### src/rtl/acc_addsub_pkg.sv
// Shared definitions for the add/subtract accumulator: op codes, FSM states, default width.
package acc_addsub_pkg;

   localparam int ACC_W_DEFAULT = 4;

   typedef enum logic [1:0] {
      OP_LOAD = 2'b00,
      OP_ADD  = 2'b01,
      OP_SUB  = 2'b10,
      OP_CLR  = 2'b11
   } op_e;

   typedef enum logic [1:0] {
      ST_IDLE = 2'b00,
      ST_EXEC = 2'b01,
      ST_HOLD = 2'b10
   } state_e;

endpackage

### src/rtl/acc_addsub_core.sv
// Purely combinational W-bit ripple adder/subtractor; sel=1 subtracts via a + ~b + 1.
module acc_addsub_core
   import acc_addsub_pkg::*;
#(
   parameter int W = ACC_W_DEFAULT
) (
   input  logic [W-1:0] a,
   input  logic [W-1:0] b,
   input  logic         sel,
   output logic [W-1:0] sum,
   output logic         cout,
   output logic         ovf
);

   logic [W:0]   carry_s;
   logic [W-1:0] bx_s;

   // Ripple chain; carry_s[i] is the carry into bit i, carry_s[0] doubles as the subtract carry-in.
   always_comb begin
      carry_s    = {(W+1){1'b0}};
      sum        = {W{1'b0}};
      bx_s       = b ^ {W{sel}};
      carry_s[0] = sel;
      for (int i = 0; i < W; i++) begin
         sum[i]       = a[i] ^ bx_s[i] ^ carry_s[i];
         carry_s[i+1] = (a[i] & bx_s[i]) | (carry_s[i] & (a[i] ^ bx_s[i]));
      end
   end

   assign cout = carry_s[W];
   assign ovf  = carry_s[W] ^ carry_s[W-1];

endmodule

### src/rtl/acc_addsub_4bit.sv
// Handshaked accumulator (LOAD/ADD/SUB/CLR) with IDLE/EXEC/HOLD control.
// Define ACC_ADDSUB_SAT_EN to clamp signed overflow instead of wrapping.
module acc_addsub_4bit
   import acc_addsub_pkg::*;
#(
   parameter int W = ACC_W_DEFAULT
) (
   input  logic         clk,
   input  logic         rst_n,
   input  logic         in_valid,
   output logic         in_ready,
   input  logic [1:0]   op,
   input  logic [W-1:0] operand,
   output logic         out_valid,
   input  logic         out_ready,
   output logic [W-1:0] acc,
   output logic         cout,
   output logic         ovf,
   output logic         zero
);

   state_e       state_r;
   op_e          op_r;
   logic [W-1:0] operand_r;
   logic [W-1:0] acc_r;
   logic         cout_r;
   logic         ovf_r;
   logic         in_ready_r;
   logic         out_valid_r;

   logic [W-1:0] core_sum_s;
   logic         core_cout_s;
   logic         core_ovf_s;
   logic         core_sel_s;
   logic [W-1:0] acc_nxt_s;
   logic         cout_nxt_s;
   logic         ovf_nxt_s;

   assign core_sel_s = (op_r == OP_SUB);

   acc_addsub_core #(
      .W (W)
   ) u_core (
      .a    (acc_r),
      .b    (operand_r),
      .sel  (core_sel_s),
      .sum  (core_sum_s),
      .cout (core_cout_s),
      .ovf  (core_ovf_s)
   );

   // Result selection for the captured op; LOAD and CLR leave both flags cleared.
   always_comb begin
      acc_nxt_s  = acc_r;
      cout_nxt_s = 1'b0;
      ovf_nxt_s  = 1'b0;
      case (op_r)
         OP_LOAD: begin
            acc_nxt_s = operand_r;
         end
         OP_ADD, OP_SUB: begin
            cout_nxt_s = core_cout_s;
            ovf_nxt_s  = core_ovf_s;
`ifdef ACC_ADDSUB_SAT_EN
            // A wrapped sum with MSB set can only come from a positive overflow.
            if (core_ovf_s) begin
               if (core_sum_s[W-1]) begin
                  acc_nxt_s = {1'b0, {(W-1){1'b1}}};
               end else begin
                  acc_nxt_s = {1'b1, {(W-1){1'b0}}};
               end
            end else begin
               acc_nxt_s = core_sum_s;
            end
`else
            acc_nxt_s = core_sum_s;
`endif
         end
         OP_CLR: begin
            acc_nxt_s = {W{1'b0}};
         end
         default: begin
            acc_nxt_s = {W{1'b0}};
         end
      endcase
   end

   // Control FSM with registered handshake outputs; result registers only change on EXEC->HOLD.
   always_ff @(posedge clk or negedge rst_n) begin
      if (!rst_n) begin
         state_r     <= ST_IDLE;
         op_r        <= OP_LOAD;
         operand_r   <= {W{1'b0}};
         acc_r       <= {W{1'b0}};
         cout_r      <= 1'b0;
         ovf_r       <= 1'b0;
         in_ready_r  <= 1'b1;
         out_valid_r <= 1'b0;
      end else begin
         case (state_r)
            ST_IDLE: begin
               if (in_valid) begin
                  op_r       <= op_e'(op);
                  operand_r  <= operand;
                  in_ready_r <= 1'b0;
                  state_r    <= ST_EXEC;
               end
            end
            ST_EXEC: begin
               acc_r       <= acc_nxt_s;
               cout_r      <= cout_nxt_s;
               ovf_r       <= ovf_nxt_s;
               out_valid_r <= 1'b1;
               state_r     <= ST_HOLD;
            end
            ST_HOLD: begin
               if (out_ready) begin
                  out_valid_r <= 1'b0;
                  in_ready_r  <= 1'b1;
                  state_r     <= ST_IDLE;
               end
            end
            default: begin
               out_valid_r <= 1'b0;
               in_ready_r  <= 1'b1;
               state_r     <= ST_IDLE;
            end
         endcase
      end
   end

   assign in_ready  = in_ready_r;
   assign out_valid = out_valid_r;
   assign acc       = acc_r;
   assign cout      = cout_r;
   assign ovf       = ovf_r;
   assign zero      = (acc_r == {W{1'b0}});

endmodule

### config.mk
export PLATFORM = sky130hd
export DESIGN_NAME = acc_addsub_4bit
export DESIGN_NICKNAME = d
export VERILOG_FILES = /design/src/rtl/acc_addsub_pkg.sv /design/src/rtl/acc_addsub_core.sv /design/src/rtl/acc_addsub_4bit.sv
export SDC_FILE = /design/constraint.sdc
export NUM_CORES = 1
export LEC_CHECK = 0
export ABC_AREA = 1
export BUFFER_PORTS_ARGS = -buffer_cell sky130_fd_sc_hd__buf_2
export CORE_ASPECT_RATIO = 1.1
export CORE_MARGIN = 2
export CORE_UTILIZATION = 45
export CTS_CLUSTER_SIZE = 25
export DETAILED_ROUTE_END_ITERATION = 12
export PLACE_DENSITY = 0.66
export SYNTH_ARGS = -nofsm -noshare
export SYNTH_HDL_FRONTEND = slang
export SYNTH_HIERARCHICAL = 1
export SYNTH_SLANG_ARGS = --single-unit
### constraint.sdc
create_clock -name clk -period 3.25 [get_ports clk]
set_clock_uncertainty 0.15 [all_clocks]
set_input_delay 0.4875 -clock clk [delete_from_list [all_inputs] [get_ports clk]]
set_output_delay 0.4875 -clock clk [all_outputs]
set_load 0.02 [all_outputs]
# Word level (Yosys, flattened, before mapping)
# Cells that the tools add are included.
# classes
n_eq_ne	7
reduce_logical	8
n_mux	11
n_bitwise	24
# op_table
op	count
one-hot mux 4 bit (3 select lines)	1
XOR 1 bit	9
bitwise AND 1 bit	8
equality test 2 bit, second input constant	3
one-hot mux 1 bit (3 select lines)	2
one-hot mux 2 bit (3 select lines)	1
AND reduction 2 bit	3
two-way mux 1 bit	5
equality test 2 x 1 -> 1 bit, second input constant	2
logical NOT 2 bit	2
logical NOT 4 bit	1
two-way mux 2 bit	2
inequality test 2 bit, second input constant	2
OR 1 bit	4
XOR 4 bit	1
AND reduction 3 bit	1
inverter 1 bit	2
OR reduction 2 bit	1
# totals
ff_bits	16
output_inout_bits	9
elab_cells	58

# Logic depth before layout (Yosys ltp)
# depth
word_depth	13
depth_mapped	15
mapped_depth_nobuf	15

# Hierarchy
# The synthesis kept the hierarchy.
# by_module_without_submodules
mod	area_per_inst_um2	seq_area_each_um2	cells_each	instances
acc_addsub_4bit	718.2	401.6	84	1
acc_addsub_core	168.9	0.0	32	1

# Least setup slack after synthesis
# OpenSTA, ideal clock, no wires.
# synth_path
kind	register to register
startpoint	reg op_r[0]
endpoint	reg acc_r[3], in the netlist acc[3]
required_time_ps	2983
arrival_ps	2096
setup_ps	117
path_stages_with_launch	15
setup_slack_ps	887
path_cell_list	dfrtp_1 inv_1 ha_1 inv_2 nand2_1 nand2_1 fa_1 inv_1 fa_1 inv_1 fa_1 nand3_1 nand2_1 nand2_1 nand2_1
# synth_between
elab_chain_len	11
word_cells_on_any_way	21
classes_between	eq/ne: 3; mux: 1; bitwise: 15; reduce/logical: 2
# synth_rtl
element	line_no	text
start, declared	acc_addsub_4bit.sv:23	op_e op_r;
start signal, assigned	acc_addsub_4bit.sv:103	op_r <= op_e'(op);
equality test 2 bit (*)	acc_addsub_4bit.sv:39	assign core_sel_s = (op_r == OP_SUB);
via core_sel_s	acc_addsub_4bit.sv:34	logic core_sel_s;
XOR 4 bit	acc_addsub_core.sv:22	bx_s = b ^ {W{sel}};
XOR 1 bit	acc_addsub_core.sv:26	carry_s[i+1] = (a[i] & bx_s[i]) | (carry_s[i] & (a[i] ^ bx_s[i]));
bitwise AND 1 bit	acc_addsub_core.sv:26	
OR 1 bit	acc_addsub_core.sv:26	
bitwise AND 1 bit	acc_addsub_core.sv:26	
OR 1 bit	acc_addsub_core.sv:26	
bitwise AND 1 bit	acc_addsub_core.sv:26	
OR 1 bit	acc_addsub_core.sv:26	
XOR 1 bit (*)	acc_addsub_core.sv:25	sum[i] = a[i] ^ bx_s[i] ^ carry_s[i];
via core_sum_s[3]	acc_addsub_4bit.sv:31	logic [W-1:0] core_sum_s;
one-hot mux 4 bit (3 select lines) (*)	acc_addsub_4bit.sv:57	case (op_r)
end signal, assigned	acc_addsub_4bit.sv:94	acc_r <= {W{1'b0}};
end signal, assigned	acc_addsub_4bit.sv:110	acc_r <= acc_nxt_s;
end, declared	acc_addsub_4bit.sv:25	logic [W-1:0] acc_r;
# Mark *: on every way through the listed nets, which the timed path passes. The rest lies on a longest branch.
# A chain may end at the register's enable or synchronous reset.

# Worst setup path in the final report
# layout_path
startpoint	reg op_r[0]
endpoint	reg ovf_r, in the netlist ovf
# layout_between
elab_chain_len	13
word_cells_on_any_way	22
classes_between	eq/ne: 2; mux: 1; bitwise: 18; reduce/logical: 1
# layout_rtl
element	line_no	text
equality test 2 bit (*)	acc_addsub_4bit.sv:39	
via core_sel_s	acc_addsub_4bit.sv:34	
XOR 4 bit	acc_addsub_core.sv:22	
XOR 1 bit	acc_addsub_core.sv:26	
bitwise AND 1 bit	acc_addsub_core.sv:26	
OR 1 bit	acc_addsub_core.sv:26	
bitwise AND 1 bit	acc_addsub_core.sv:26	
OR 1 bit	acc_addsub_core.sv:26	
bitwise AND 1 bit	acc_addsub_core.sv:26	
OR 1 bit	acc_addsub_core.sv:26	
bitwise AND 1 bit	acc_addsub_core.sv:26	
OR 1 bit (*)	acc_addsub_core.sv:26	
via core_cout_s	acc_addsub_4bit.sv:32	logic core_cout_s;
XOR 1 bit (*)	acc_addsub_core.sv:31	assign ovf = carry_s[W] ^ carry_s[W-1];
via core_ovf_s	acc_addsub_4bit.sv:33	logic core_ovf_s;
two-way mux 1 bit (*)	acc_addsub_4bit.sv:57	
end signal, assigned	acc_addsub_4bit.sv:112	ovf_r <= ovf_nxt_s;
end, declared	acc_addsub_4bit.sv:27	logic ovf_r;
# Marked as above.

==> results.rst <==
.. list-table::
   :header-rows: 1

   * - Metric
     - Value
   * - Status
     - finished clean
   * - Count of flip-flops with a built-in enable after synthesis
     - 0
   * - CP Capture Type
     - flip-flop
   * - Number of cells on the worst hold path
     - 3
   * - Clk pin slew, worst setup/hold paths
     - 0.09 ns
   * - Ports
     - 19
   * - Post-layout instance count excluding filler cells
     - approximately 170
   * - CTS tree
     - yes
   * - Starting Density
     - 48.70%
   * - Max Freq
     - about 400 MHz
   * - Drt via density
     - 4.476
   * - Layout area overhead
     - 18.05%
   * - Ranking of synthesized cells by area
     - dfrtp_1, nand2_1, fa_1, inv_1, nand3_1
   * - Number of port buffers
     - 18
   * - Share of Yosys cell area claimed by the top area cell type
     - 42.31%
   * - Class of the worst hold path
     - in -> reg
   * - Clock net sink count
     - 16
   * - Placeable core area
     - 1822 µm²
   * - Root Driver
     - clkbuf_4
   * - CP startpoint kind
     - flip-flop
   * - DIE WIDTH
     - approximately 46 µm
   * - First-pass GRT wire length
     - slightly below 3000 µm
   * - Maximum level of the CTS H-tree
     - 1
   * - Row Count
     - 16
   * - Sequential element share of the synthesized area
     - between 40% and 50%
   * - Placed instance count
     - 161
   * - Data required time of the critical path
     - about 3.3 ns
   * - Finish-stage setup viols
     - 0
   * - Slowest stage cell, crit path
     - fa_1
   * - Post-synthesis async set-or-reset flop share
     - 100.0%
   * - Cell area after technology mapping
     - just under 900 µm²
   * - Global placer's final weighted congestion
     - 0.7651
   * - Ordered cell list for the critical path
     - inv_1 > ha_1 > inv_2 > nand2_1 > nand2_1 > fa_1 > inv_1 > fa_1 > inv_1 > fa_1 > inv_1 > nand2_1 > nand2_1 > nand3_1 > nand2_1
   * - Cell leakage power
     - roughly 0.0006 µW
   * - Total Nets Final
     - 155
   * - Path type of the worst setup path
     - reg -> reg
   * - Final hold violation count
     - 0
   * - Leading cell type by number of instances after synthesis
     - nand2_1
   * - Fin util
     - a little under three fifths
   * - IR Drop Worst-Case VDD
     - 0.0005246 V
   * - Mean post-synth cell area
     - 7.647 µm²
   * - Worst path top cell family by delay
     - adder cells
   * - HP Start
     - operand[0]
   * - Tightest slew margin relative to the limit
     - 76.38%
   * - First-iteration detailed-routing DRC count
     - 13
   * - Beginning of the worst register-to-register path
     - op_r[0]
   * - Antenna cell count
     - 0
   * - Critical path's most frequent cell
     - nand2_1
   * - Wire per inst
     - approximately 10 µm
   * - Overflow left after global routing
     - 0
   * - Gr usage total
     - 17.50%
   * - Number of buffers on the longest clock path
     - 2
   * - Slew at the pin with the worst max-slew slack
     - 0.3544 ns
   * - Number of nets with antenna violations after routing
     - 0
   * - Commonest register cell after synthesis
     - dfrtp_1
   * - Library cell occupying the most area in the post-synthesis netlist
     - dfrtp_1
   * - Worst Hold Path EP
     - operand_r[0]
   * - Total Die Area
     - approximately 2300 µm²
   * - First drt pass iteration count
     - 4
   * - Leading post-synthesis cells by instance count
     - nand2_1, dfrtp_1, inv_1
   * - Aggregate routed wire length
     - 1676 µm
   * - Number of cells produced by synthesis
     - 116
   * - Unrepaired setup endpoints after global routing
     - no
   * - Max-cap violation count
     - 0
   * - Final Cycle Share
     - between 70 and 80%
   * - Final critical-path required period
     - 2.527 ns
   * - Register-to-Register Path Depth
     - 15
   * - Arrival time at the worst endpoint
     - 2.61 ns
   * - Slowest cell delay on critical path
     - 0.40 ns
   * - R2R Path End
     - ovf
   * - Internal reg-to-reg setup slack
     - roughly 0.72 ns
   * - Yosys synthesis warning count
     - 6
   * - Proportion of layout cells with a drive suffix above 1
     - 21.58%
   * - Number of pins exceeding their max-slew limit in the final report
     - 0
   * - Antenna violations before repair
     - 0
   * - Total power divided by cell area
     - 1008 nW/µm²
   * - Sum Neg Setup Slack
     - 0 ns
   * - Number of global-route vias before repair
     - 723
   * - Vias post-DR
     - 743
   * - DIE HEIGHT
     - around 51 µm
   * - Net count after synthesis
     - 131
   * - Number of DRC violations after detailed routing
     - 0
   * - Maximum number of pins on one net before global-route repair
     - 17
   * - Number of distinct library cells after synthesis
     - 15
   * - HPWL Detailed
     - 1294 µm
   * - Clock Latency Late Sink
     - 0.28 ns
   * - Number of buffers added by the clock tree synthesis step
     - 3
   * - #FFs+latches synth
     - 16
   * - Bufs and invs on worst path
     - 5
   * - Maximum fanout encountered on the critical timing path
     - 5
-- routing by layer --
layer	track usage, %	vias up	share of wire, %
met5	0	-	0
met4	8.571	0	1.6
met3	2.158	4	2.9
met2	29.17	13	50
met1	21.41	337	46
li1	-	389	-
-- how the worst max path moves through the flow --
stage | startpoint | endpoint | depth (start not counted)
after floorplan | op_r[0] | acc[3] | 14
after global placement | op_r[0] | acc[3] | 14
after detailed placement | op_r[0] | ovf | 15
after CTS | op_r[0] | ovf | 15
after global routing | op_r[0] | acc[3] | 14
final | op_r[0] | ovf | 15
-- timing repair --
item | in CTS | in global routing
endpoints found under the hold margin | 15 | 0
hold buffers | 1 | 0
gates resized for setup | 0 | 0
buffers inserted | 0 | 0
-- worst reg2reg max path, stage by stage (launching register included) --
cell and delay [ns]:
dfrtp_1 0.38, inv_1 0.08, ha_1 0.24, inv_2 0.07, nand2_1 0.06, nand2_1 0.06
fa_1 0.38, inv_1 0.07, fa_1 0.18, inv_1 0.07, fa_1 0.40, inv_1 0.07
nand2_1 0.05, nand2_1 0.05, nand3_1 0.08, nand2_1 0.07
-- through the flow --
stage	hold slack, ns	setup slack [ns]	total power, µW	instance area, µm²
6_report	0.2365	0.7225	1055	1047
5_1_grt	0.2437	0.5103	1183	1047
4_1_cts	0.2305	0.7280	1066	1047
3_5_place_dp	0.2708	0.7496	951.7	1011
3_3_place_gp	0.2663	0.8151	930.0	1011
2_1_floorplan	0.04191	0.8873	805.3	887.1
-- cells in the final DEF (no fill, tap or decap), types with 2 or more instances in the layout --
master     n
buf_2     18
nand3_1    6
dfrtp_1   15
o21ai_0    3
inv_2      4
clkbuf_4   3
inv_1     15
fa_1       3
ha_1       2
nand2_1   61
-- cell type report --
cell class              count  area [µm²]
fillers                   183       774.5
clock buffers               4       26.28
multi-input cells          80       407.9
inverters                  20       77.57
repair buffers             19       100.1
flip-flops and latches     16       401.6
well taps                  27       33.78
-- power by group --
group	total [µW]	internal [µW]	switching (µW)
Clock	110	47.7	62.4
Combinational	580	213	367
Sequential	365	288	77.6
Total	1060	549	507
-- state kept, by name (all words and copies together) (netlist names) --
| name | flops |
|---|---|
| acc | 4 |
| operand_r | 4 |
| ovf | 1 |
| out_valid | 1 |
| state_r | 2 |
| in_ready | 1 |
| cout | 1 |
| op_r | 2 |
-- kinds of logic after synthesis --
logic type	Yosys count	synth area share (%)
adder cells (fa/ha/maj)	5	9.591
flip-flops	16	45.28
AO/OA/AOI/OAI	4	2.680
AND/OR/NAND/NOR	71	33.71
buffers and inverters	20	8.744
Power figures use the tool's default switching activity.
